## src/rtl/sample_ram_capture_ctrl_if.sv

```systemverilog
// Bus bundle for the sample RAM capture controller:
// sample stream in, RAM port A/B, and readout stream.
interface sample_ram_capture_ctrl_if;
   logic [63:0] Sample_Data;
   logic        Sample_Valid;

   logic [15:0] A_ADDR;
   logic [3:0]  A_Block_Address_vector;
   logic [63:0] A_DIN;
   logic        A_WEN;

   logic [15:0] B_ADDR;
   logic [3:0]  B_Block_Address_vector;
   logic [63:0] B_Output_Data;

   logic [63:0] Out_Data;
   logic        Out_Valid;
   logic        Out_Ready;
   logic        Out_Last;

   modport master (
      input  Sample_Data, Sample_Valid,
      input  B_Output_Data, Out_Ready,
      output A_ADDR, A_Block_Address_vector,
      output A_DIN, A_WEN,
      output B_ADDR, B_Block_Address_vector,
      output Out_Data, Out_Valid, Out_Last
   );

   modport slave (
      output Sample_Data, Sample_Valid,
      output B_Output_Data, Out_Ready,
      input  A_ADDR, A_Block_Address_vector,
      input  A_DIN, A_WEN,
      input  B_ADDR, B_Block_Address_vector,
      input  Out_Data, Out_Valid, Out_Last
   );
endinterface

```

## src/rtl/sample_ram_capture_ctrl.sv

```systemverilog
// Trigger-based acquisition sequencer for the banked sample RAM:
// circular pre/post capture on port A, ordered readout via port B.
module sample_ram_capture_ctrl #(
   parameter int BANK_AW     = 10,
   parameter int NUM_BANKS   = 8,
   parameter int RD_LAT      = 1,
   parameter int OFIFO_DEPTH = 4
) (
   input  logic        CLK,
   input  logic        RSTn,
   input  logic        Arm,
   input  logic        Abort,
   input  logic [15:0] Pre_Len,
   input  logic [15:0] Post_Len,
   input  logic        Trigger,
   output logic        Busy,
   output logic        Triggered,
   output logic        Config_Error,
   sample_ram_capture_ctrl_if.master bus
);

   localparam int unsigned TOT = NUM_BANKS * (2 ** BANK_AW);
   localparam int PW = $clog2(TOT);
   localparam int OW = $clog2(OFIFO_DEPTH + 1);
   localparam int IW = (OFIFO_DEPTH > 1) ? $clog2(OFIFO_DEPTH) : 1;
   localparam logic [OW:0] DEPTH_L = (OW + 1)'(OFIFO_DEPTH);

   typedef enum logic [2:0] {
      S_IDLE,
      S_PRE,
      S_ARMED,
      S_POST,
      S_READ
   } state_t;

   state_t state, state_nx;

   logic [PW-1:0] wp, tp, rp;
   logic [15:0]   pre_len, post_len, cnt;
   logic [16:0]   n_tot, n_iss, n_pop;

   logic          a_wen_q;
   logic [PW-1:0] a_ptr_q;
   logic [63:0]   a_din_q;
   logic          trig_q;
   logic          cfg_err_q;

   logic [RD_LAT-1:0] rv;
   logic [3:0]        rb [RD_LAT];
   logic [63:0]       fq [OFIFO_DEPTH];
   logic [IW-1:0]     f_wr, f_rd;
   logic [OW-1:0]     occ, infl;

   logic cfg_ok, arm_take, wr_fire, trig_hit;
   logic pre_done, post_done;
   logic issue, push, pop, last_pop;
   logic out_valid;

   function automatic logic [3:0] bank_of(input logic [PW-1:0] p);
      return 4'(p >> BANK_AW);
   endfunction

   function automatic logic [15:0] word_of(input logic [PW-1:0] p);
      return 16'(p[BANK_AW-1:0]);
   endfunction

   function automatic logic [IW-1:0] nxt(input logic [IW-1:0] i);
      return (i == IW'(OFIFO_DEPTH - 1)) ? '0 : i + IW'(1);
   endfunction

   always_comb begin
      cfg_ok   = (32'(Pre_Len) + 32'(Post_Len) <= TOT) &&
                 (Post_Len != 16'd0);
      arm_take = (state == S_IDLE) && Arm && !Abort;
      wr_fire  = bus.Sample_Valid && !Abort &&
                 (state inside {S_PRE, S_ARMED, S_POST});
      trig_hit = (state == S_ARMED) && Trigger && !Abort;
      pre_done = (pre_len == 16'd0) ||
                 (wr_fire && ({1'b0, cnt} + 17'd1 == {1'b0, pre_len}));
      post_done = wr_fire &&
                  ({1'b0, cnt} + 17'd1 == {1'b0, post_len});
   end

   // Read-issue credit: FIFO slots already taken plus reads in flight.
   always_comb begin
      infl = '0;
      for (int i = 0; i < RD_LAT; i++) begin
         infl = infl + OW'(rv[i]);
      end
   end

   always_comb begin
      out_valid = (occ != '0);
      push      = rv[RD_LAT-1];
      pop       = out_valid && bus.Out_Ready;
      last_pop  = pop && (n_pop + 17'd1 == n_tot);
      // Hold off the first read while the final post write is in the RAM.
      issue     = (state == S_READ) && !Abort && !a_wen_q &&
                  (n_iss < n_tot) &&
                  (({1'b0, occ} + {1'b0, infl}) < DEPTH_L);
   end

   always_ff @(posedge CLK or negedge RSTn) begin
      if (!RSTn) begin
         state <= S_IDLE;
      end else begin
         state <= state_nx;
      end
   end

   always_comb begin
      state_nx = state;
      if (Abort) begin
         state_nx = S_IDLE;
      end else begin
         unique case (state)
            S_IDLE:  if (Arm && cfg_ok) state_nx = S_PRE;
            S_PRE:   if (pre_done) state_nx = S_ARMED;
            S_ARMED: if (Trigger) state_nx = S_POST;
            S_POST:  if (post_done) state_nx = S_READ;
            S_READ:  if (last_pop) state_nx = S_IDLE;
            default: state_nx = S_IDLE;
         endcase
      end
   end

   always_comb begin
      Busy         = (state != S_IDLE);
      Triggered    = trig_q;
      Config_Error = cfg_err_q;

      bus.A_WEN                  = a_wen_q;
      bus.A_ADDR                 = word_of(a_ptr_q);
      bus.A_Block_Address_vector = bank_of(a_ptr_q);
      bus.A_DIN                  = a_din_q;

      bus.B_ADDR                 = word_of(rp);
      bus.B_Block_Address_vector = rb[RD_LAT-1];

      bus.Out_Valid = out_valid;
      bus.Out_Data  = fq[f_rd];
      bus.Out_Last  = out_valid && (n_pop + 17'd1 == n_tot);
   end

   always_ff @(posedge CLK or negedge RSTn) begin
      if (!RSTn) begin
         wp        <= '0;
         tp        <= '0;
         cnt       <= '0;
         pre_len   <= '0;
         post_len  <= '0;
         a_wen_q   <= 1'b0;
         a_ptr_q   <= '0;
         a_din_q   <= '0;
         trig_q    <= 1'b0;
         cfg_err_q <= 1'b0;
      end else begin
         a_wen_q <= wr_fire;
         if (wr_fire) begin
            a_ptr_q <= wp;
            a_din_q <= bus.Sample_Data;
            wp      <= wp + PW'(1);
         end

         if (state_nx != state) begin
            cnt <= '0;
         end else if (wr_fire && state != S_ARMED) begin
            cnt <= cnt + 16'd1;
         end

         if (arm_take) begin
            if (cfg_ok) begin
               pre_len   <= Pre_Len;
               post_len  <= Post_Len;
               cfg_err_q <= 1'b0;
               wp        <= '0;
            end else begin
               cfg_err_q <= 1'b1;
            end
         end

         // A sample written in the trigger cycle stays pre-trigger.
         if (trig_hit) begin
            tp     <= wp + PW'(wr_fire);
            trig_q <= 1'b1;
         end
         if (state_nx == S_IDLE) begin
            trig_q <= 1'b0;
         end
      end
   end

   always_ff @(posedge CLK or negedge RSTn) begin
      if (!RSTn) begin
         rp    <= '0;
         n_tot <= '0;
         n_iss <= '0;
         n_pop <= '0;
         rv    <= '0;
         for (int i = 0; i < RD_LAT; i++) begin
            rb[i] <= '0;
         end
         for (int i = 0; i < OFIFO_DEPTH; i++) begin
            fq[i] <= '0;
         end
         f_wr <= '0;
         f_rd <= '0;
         occ  <= '0;
      end else begin
         if (state == S_POST && state_nx == S_READ) begin
            rp    <= tp - PW'(pre_len);
            n_tot <= {1'b0, pre_len} + {1'b0, post_len};
            n_iss <= '0;
            n_pop <= '0;
         end else begin
            if (issue) begin
               rp    <= rp + PW'(1);
               n_iss <= n_iss + 17'd1;
            end
            if (pop) begin
               n_pop <= n_pop + 17'd1;
            end
         end

         if (Abort) begin
            rv <= '0;
         end else begin
            rv[0] <= issue;
            for (int i = 1; i < RD_LAT; i++) begin
               rv[i] <= rv[i-1];
            end
         end
         rb[0] <= bank_of(rp);
         for (int i = 1; i < RD_LAT; i++) begin
            rb[i] <= rb[i-1];
         end

         if (Abort) begin
            f_wr <= '0;
            f_rd <= '0;
            occ  <= '0;
         end else begin
            if (push) begin
               fq[f_wr] <= bus.B_Output_Data;
               f_wr     <= nxt(f_wr);
            end
            if (pop) begin
               f_rd <= nxt(f_rd);
            end
            occ <= occ + OW'(push) - OW'(pop);
         end
      end
   end

endmodule

```

## src/flat_wrapper.sv

```systemverilog
// flat-port wrapper written by rule: the top's interface ports become plain ports
module sample_ram_capture_ctrl_flat 
#(
   parameter int BANK_AW     = 10,
   parameter int NUM_BANKS   = 8,
   parameter int RD_LAT      = 1,
   parameter int OFIFO_DEPTH = 4
)
  (CLK, RSTn, Arm, Abort, Pre_Len, Post_Len, Trigger, Busy, Triggered, Config_Error, bus_Sample_Data, bus_Sample_Valid, bus_B_Output_Data, bus_Out_Ready, bus_A_ADDR, bus_A_Block_Address_vector, bus_A_DIN, bus_A_WEN, bus_B_ADDR, bus_B_Block_Address_vector, bus_Out_Data, bus_Out_Valid, bus_Out_Last);
  sample_ram_capture_ctrl_if bus_i ();
  input  logic CLK;
  input  logic RSTn;
  input  logic Arm;
  input  logic Abort;
  input  logic [15:0] Pre_Len;
  input  logic [15:0] Post_Len;
  input  logic Trigger;
  output logic Busy;
  output logic Triggered;
  output logic Config_Error;
  input wire logic [$bits(bus_i.Sample_Data)-1:0] bus_Sample_Data;
  input wire logic [$bits(bus_i.Sample_Valid)-1:0] bus_Sample_Valid;
  input wire logic [$bits(bus_i.B_Output_Data)-1:0] bus_B_Output_Data;
  input wire logic [$bits(bus_i.Out_Ready)-1:0] bus_Out_Ready;
  output wire logic [$bits(bus_i.A_ADDR)-1:0] bus_A_ADDR;
  output wire logic [$bits(bus_i.A_Block_Address_vector)-1:0] bus_A_Block_Address_vector;
  output wire logic [$bits(bus_i.A_DIN)-1:0] bus_A_DIN;
  output wire logic [$bits(bus_i.A_WEN)-1:0] bus_A_WEN;
  output wire logic [$bits(bus_i.B_ADDR)-1:0] bus_B_ADDR;
  output wire logic [$bits(bus_i.B_Block_Address_vector)-1:0] bus_B_Block_Address_vector;
  output wire logic [$bits(bus_i.Out_Data)-1:0] bus_Out_Data;
  output wire logic [$bits(bus_i.Out_Valid)-1:0] bus_Out_Valid;
  output wire logic [$bits(bus_i.Out_Last)-1:0] bus_Out_Last;
  assign bus_i.Sample_Data = bus_Sample_Data;
  assign bus_i.Sample_Valid = bus_Sample_Valid;
  assign bus_i.B_Output_Data = bus_B_Output_Data;
  assign bus_i.Out_Ready = bus_Out_Ready;
  assign bus_A_ADDR = bus_i.A_ADDR;
  assign bus_A_Block_Address_vector = bus_i.A_Block_Address_vector;
  assign bus_A_DIN = bus_i.A_DIN;
  assign bus_A_WEN = bus_i.A_WEN;
  assign bus_B_ADDR = bus_i.B_ADDR;
  assign bus_B_Block_Address_vector = bus_i.B_Block_Address_vector;
  assign bus_Out_Data = bus_i.Out_Data;
  assign bus_Out_Valid = bus_i.Out_Valid;
  assign bus_Out_Last = bus_i.Out_Last;
  sample_ram_capture_ctrl #(.BANK_AW(BANK_AW), .NUM_BANKS(NUM_BANKS), .RD_LAT(RD_LAT), .OFIFO_DEPTH(OFIFO_DEPTH)) u_core (.CLK(CLK), .RSTn(RSTn), .Arm(Arm), .Abort(Abort), .Pre_Len(Pre_Len), .Post_Len(Post_Len), .Trigger(Trigger), .Busy(Busy), .Triggered(Triggered), .Config_Error(Config_Error), .bus(bus_i));
endmodule
```

## config.mk

```make
export PLATFORM = sky130hd
export DESIGN_NAME = sample_ram_capture_ctrl_flat
export DESIGN_NICKNAME = d
export VERILOG_FILES = /design/src/rtl/sample_ram_capture_ctrl_if.sv /design/src/rtl/sample_ram_capture_ctrl.sv /design/src/flat_wrapper.sv
export SDC_FILE = /design/constraint.sdc
export NUM_CORES = 1
export LEC_CHECK = 0
export ABC_AREA = 0
export CAP_MARGIN = 20
export CORE_MARGIN = 2
export CORE_UTILIZATION = 50
export CTS_BUF_LIST = sky130_fd_sc_hd__clkbuf_8
export CTS_CLUSTER_DIAMETER = 30
export DETAILED_ROUTE_END_ITERATION = 12
export PLACE_DENSITY = 0.73
export SLEW_MARGIN = 20
export SYNTH_ARGS = -nofsm -noshare
export SYNTH_HDL_FRONTEND = slang
export SYNTH_SLANG_ARGS = --single-unit
```

## constraint.sdc

```tcl
create_clock -name CLK -period 6.85 [get_ports CLK]
set_input_delay 1.0275 -clock CLK [delete_from_list [all_inputs] [get_ports CLK]]
set_output_delay 1.0275 -clock CLK [all_outputs]
set_load 0.05 [all_outputs]
```

# Yosys cells after proc, flatten, opt, wreduce, memory -nomap -nowiden
# Index checks and enable logic that the tools add are counted.
# W data, S select, Z words.
[classes] mux=35 bitwise=3 eq_ne=12 n_reduce_logical=38 add_sub_neg=15 n_lt_le_gt_ge=6
[ops] op="$bwmux W256" n=1
[ops] op="$mux W64" n=3
[ops] op="$bmux W64 S2" n=1
[ops] op="$demux W64 S2" n=1
[ops] op="$mux W17" n=4
[ops] op="$mux W13" n=5
[ops] op="$add A16 B16 Y17" n=2
[ops] op="$add A17 B1 Y17 const B" n=2
[ops] op="$eq A17 B16 Y1" n=2
[ops] op="$le A32 B14 Y1 const B" n=1
[ops] op="$mux W16" n=2
[ops] op="$add A13 B1 Y13 const B" n=2
[ops] op="$mux W3" n=7
[ops] op="$logic_and A1 B1 Y1" n=20
[ops] op="$add A16 B1 Y17 const B" n=1
[ops] op="$eq A17 B17 Y1" n=1
[ops] op="$lt A17 B17 Y1" n=1
[ops] op="$add A16 B1 Y16 const B" n=1
[ops] op="$logic_not A16 Y1" n=1
[ops] op="$reduce_bool A16 Y1" n=1
[ops] op="$pmux W3 S5" n=1
[ops] op="$add A13 B1 Y13" n=1
[ops] op="$sub A13 B13 Y13" n=1
[ops] op="$mux W2" n=6
[ops] op="other kinds (22)" n=41
[totals] word_cells=133 out_inout_bits=174 register_bits=488 inputBits=167

# Logic depth before layout (Yosys ltp)
[depth] word_depth=11 ltp_mapped=14 depth_no_buf=12

# Least setup slack after synthesis
# OpenSTA, ideal clock, no wires.
[synth_path] path_kind="register -> output" start="register u_core.n_pop[0]" end="output bus_Out_Last" slack_ns=2.781 arrival_ns=3.042 required_ns=5.822 n_path_buf=0 path_stages_with_launch=8 cell_sequence="dfrtp_1 > ha_1 > and4_1 > a2111oi_0 > a41oi_1 > o21ai_0 > nand3_1 > nor4_1"
[synth_via] elab_chain_cells=3
[synth_lines] element="from (decl)" line_no="sample_ram_capture_ctrl.sv:40" source="logic [16:0] n_tot, n_iss, n_pop;"
[synth_lines] element="from (signal assigned)" line_no="sample_ram_capture_ctrl.sv:221" source="n_pop <= n_pop + 17'd1;"
[synth_lines] element="$add A17 B1 Y17" line_no="sample_ram_capture_ctrl.sv:142" source="bus.Out_Last = out_valid && (n_pop + 17'd1 == n_tot);"
[synth_lines] element="$eq A17 B17 Y1" line_no="sample_ram_capture_ctrl.sv:142"
[synth_lines] element="$logic_and A1 B1 Y1" line_no="sample_ram_capture_ctrl.sv:142"
[synth_lines] element="to (decl)" line_no="flat_wrapper.sv:33" source="output wire logic [$bits(bus_i.Out_Last)-1:0] bus_Out_Last;"
# No other way between the ends.

# Worst setup path in the final report
# Same ends and word-level chain as after synthesis.

==> impl_summary.txt <==
----------------------------------------------------
[Synthesis]
  Proportion of netlist area held by the largest area contributor ... between 40% and 50%
  Count of flip-flops with a built-in enable after synthesis ... 0
  Portion of the post-synthesis area used by sequential elements ... 47.7%
  Most frequent cell after synthesis ... sky130_fd_sc_hd__dfrtp_1
  Top cells by area, synth ... sky130_fd_sc_hd__dfrtp_1 (48%), sky130_fd_sc_hd__mux2_2 (12%), sky130_fd_sc_hd__mux4_2 (5.6%)
  Synth warn ... 0
  Synth Area per Inst ... between 10 and 15 um^2
  Area leader, netlist ... sky130_fd_sc_hd__dfrtp_1
  Number of flip-flops and latches in the synthesized netlist ... 488
  Cell Area, Synth ... 25600 um^2
  Commonest cells in the synthesized netlist ... sky130_fd_sc_hd__dfrtp_1 (488), sky130_fd_sc_hd__nand2_1 (355), sky130_fd_sc_hd__mux2_2 (276), sky130_fd_sc_hd__nor2_1 (111), sky130_fd_sc_hd__xnor2_1 (98)
  Synth unique cells ... 87
  Cells after synthesis ... roughly 2300
  Async set or reset register ratio after synthesis ... 100%
  Most frequently used flop master after synthesis ... sky130_fd_sc_hd__dfrtp_1

[Die]
  DIE AREA ... 53100 um^2
  Starting density of the core ... 50.9%
  IO Pins ... between 300 and 400
  Std-Cell Rows ... 82
  Floorplan Core Area ... 50400 um^2
  Overall die width ... 230 um
  Vertical extent of the die ... 230 um

[CTS]
  Insertion delay to the later sink of the worst-skew pair ... 700 ps
  Hold bufs inserted after CTS ... 0
  Clock input transition at the sequential cells of the worst setup and hold paths ... 60 ps
  Clock sink count ... 488
  Maximum clock path buffer count ... 3
  H-tree Lvls ... 3
  Total CTS buffers ... between 100 and 150
  Cell at the root of the clock tree ... sky130_fd_sc_hd__clkbuf_8
  Clock tree from TritonCTS ... yes
  Number of gates given a new drive strength after cts ... 0
  Setup Fix Bufs, Post-CTS ... 0

[Route]
  Total number of vias ... 19230
  DR DRC count ... 0
  DRT antenna net count ... 0
  Final WL ... approximately 68000 um
  Post-detailed-route wirelength per cell ... 19.9 um
  Number of iterations in the first detailed-routing pass ... 6
  Number of DRC violations after detailed-routing iteration 0 ... 1389
  Via count normalized by instance count ... 5.65

[Power and ir drop]
  Leakage power total ... 15.0 nW
  Switching part of the total power ... 32.3%
  Net switching power ... 2.92 mW
  Highest ir drop seen on vdd ... 0.000195 V
  Power density of the placed cells ... 284 nW/um^2
  Portion of total power attributed to the clock network ... 40.4%
  Int Power ... 6.13 mW
  Relative contribution of sequential cells to total power ... 37.1%
  Combinational power share ... 22.4%

[Final layout]
  Antenna diodes ... 0
  Nets ... 2884
  Relative area change from synthesis to final layout ... 24.4%
  Share of layout cells above drive strength 1 ... 21.5%

[Global route]
  Wire length of the first global-routing pass ... approximately 110000 um
  Via count of the first global-routing pass ... 19832
  Antenna violations before repair ... 1
  Total track usage ... 25.3%
  Pin count of the biggest net entering global routing ... about 180
  Gr ovfl total ... 0

[Worst setup path]
  Critical-path cell list ... ha_1, and4_1, a2111oi_0, a41oi_1, o21ai_0, nand3_1, nor4_1, clkdlybuf4s50_1
  Startpoint kind of the worst setup timing path ... register
  Delay of the slowest critical-path stage ... 920 ps
  Crit Path Class ... register to output pin
  Critical-path cell with the highest stage delay ... sky130_fd_sc_hd__clkdlybuf4s50_1
  CP required ... 5820 ps
  Sort of element at the end of the critical path ... output pin
  Data arrival at the endpoint of the critical path ... 3950 ps
  Max FO, Critical Path ... 6
  Launching element of the worst setup path ... u_core.n_pop[0]
  Origin of the critical flop-to-flop path ... u_core.cnt[0]

[Run status]
  Status ... finished clean

[Timing]
  Number of max-slew violations in the final report ... 0
  Max Clk Rate ... 0.201 GHz
  Number of endpoints with negative hold slack in the final report ... 0
  Final setup viols ... 0
  Setup TNS Final ... 0 ps
  Slew headroom ... 28.8%
  Final worst hold slack ... 390 ps
  Shortest period the worst path allows ... 4980 ps
  Final worst path period share ... between 70 and 80%
  Skew final ... about 33 ps
  RSZ-0062 raised after global routing ... false
  Actual slew at the worst max-slew pin ... 1070 ps

[Placed design]
  Placer's final routability congestion estimate ... 0.947
  Estimated wirelength of the detail-placed design ... 46900 um
  # port buffers ... 326

[Job]
  Number of max-capacitance violations reported ... 0

[Hold path]
  Kind of path behind the tightest hold check ... primary input to asynchronous set/reset pin

----------------------------------------------------
-- routing by layer --
layer / wire, um / part of all wire [%] / global-route usage, %
met4: 1690 / 2.5 / 8.15
met3: 4220 / 6.2 / 5.21
met2: 32900 / 49 / 42.1
met5: 13 / 0.019 / 0
met1: 28900 / 43 / 33.2
-- through the flow --
step / std cells / setup slack, ps / util [%] / instance area (um^2) / power [mW]
floorplan: 2324 / 2780 / - / 25700 / 4.67
global placement: 3197 / 1750 / 58.1 / 29300 / 5.38
detailed placement: 3197 / 1670 / 58.1 / 29300 / 5.41
CTS: 3401 / 1820 / 63.2 / 31800 / 9.11
global route: 3403 / 1580 / 63.3 / 31900 / 9.49
finish: 3403 / 1870 / 63.3 / 31900 / 9.05
-- power by group through the flow --
stage	Combinational (mW)	Clock, mW	Sequential (mW)
floorplan	1.16	0	3.52
global placement	1.94	0	3.44
detailed placement	1.97	0	3.44
CTS	1.98	3.74	3.39
global route	2.21	3.90	3.38
finish	2.03	3.66	3.36
-- flip-flops by register name, indices dropped and copies added (netlist names), 16 cells and up --
register / count
u_core.bus.A_DIN: 64
u_core.n_iss: 17
u_core.n_pop: 17
u_core.cnt: 16
u_core.post_len: 16
u_core.fq: 256
u_core.n_tot: 17
u_core.pre_len: 16
-- cell usage in the layout, fill, tap and decap left out, types with 22 or more instances in the layout --
| cell | netlist | routed |
|---|---|---|
| sky130_fd_sc_hd__clkdlybuf4s50_1 | 0 | 325 |
| sky130_fd_sc_hd__a21oi_1 | 71 | 71 |
| sky130_fd_sc_hd__nor4_1 | 22 | 22 |
| sky130_fd_sc_hd__nand3_1 | 52 | 51 |
| sky130_fd_sc_hd__nand4_1 | 45 | 45 |
| sky130_fd_sc_hd__xor2_1 | 69 | 69 |
| sky130_fd_sc_hd__and3_1 | 23 | 23 |
| sky130_fd_sc_hd__nand2_1 | 355 | 351 |
| sky130_fd_sc_hd__nor2_1 | 111 | 110 |
| sky130_fd_sc_hd__xnor2_1 | 98 | 98 |
| sky130_fd_sc_hd__o21ai_0 | 64 | 64 |
| sky130_fd_sc_hd__dfrtp_1 | 488 | 486 |
| sky130_fd_sc_hd__nor3_1 | 31 | 30 |
| sky130_fd_sc_hd__mux2_2 | 276 | 276 |
| sky130_fd_sc_hd__inv_1 | 67 | 83 |
| sky130_fd_sc_hd__mux4_2 | 64 | 64 |
| sky130_fd_sc_hd__clkbuf_8 | 0 | 121 |
| sky130_fd_sc_hd__clkinv_2 | 0 | 25 |
| sky130_fd_sc_hd__ha_1 | 75 | 75 |
-- layout make-up --
type,instances,area (um^2)
clock buffers,121,1670
flip-flops and latches,488,12200
well taps,672,841
repair buffers,346,3480
multi-input cells,1625,12500
clock inverters,83,871
inverters,68,255
fillers,3918,18500
-- cell families after synthesis --
| logic type | after synthesis | share of synthesized area, % |
|---|---|---|
| AND/OR/NAND/NOR | 733 | 13.4 |
| flip-flops | 488 | 47.7 |
| multiplexers | 358 | 18.5 |
| AO/OA/AOI/OAI | 274 | 7.09 |
| buffers and inverters | 211 | 3.69 |
| XOR/XNOR | 167 | 5.71 |
| adder cells (fa/ha/maj) | 79 | 3.97 |
| other | 1 | 0.0146 |
-- final timing paths --
| path | cells after the start | end | slack [ps] |
|---|---|---|---|
| setup / recovery | 8 | bus_Out_Last | 1870 |
| hold / removal | 1 | u_core.fq[76] | 390 |
| setup reg to reg | 10 | u_core.cnt[11] | 2630 |
| hold reg to reg | 0 | u_core.bus.B_Block_Address_vector[2] | 400 |
| max in group asynchronous | 2 | u_core.bus.A_DIN[54] | 4940 |
| min in group CLK | 0 | u_core.bus.B_Block_Address_vector[2] | 400 |
-- critical path: cells and delay by family (launching register included) --
kind                       cells  cell delay (ps)
adders and majority gates      1              300
DFF                            1              450
and+or+nand+nor                3              820
AOI/OAI and AO/OA              3              780
buffers and inverters          1              920
No activity file was read; power rests on OpenSTA's default activity.
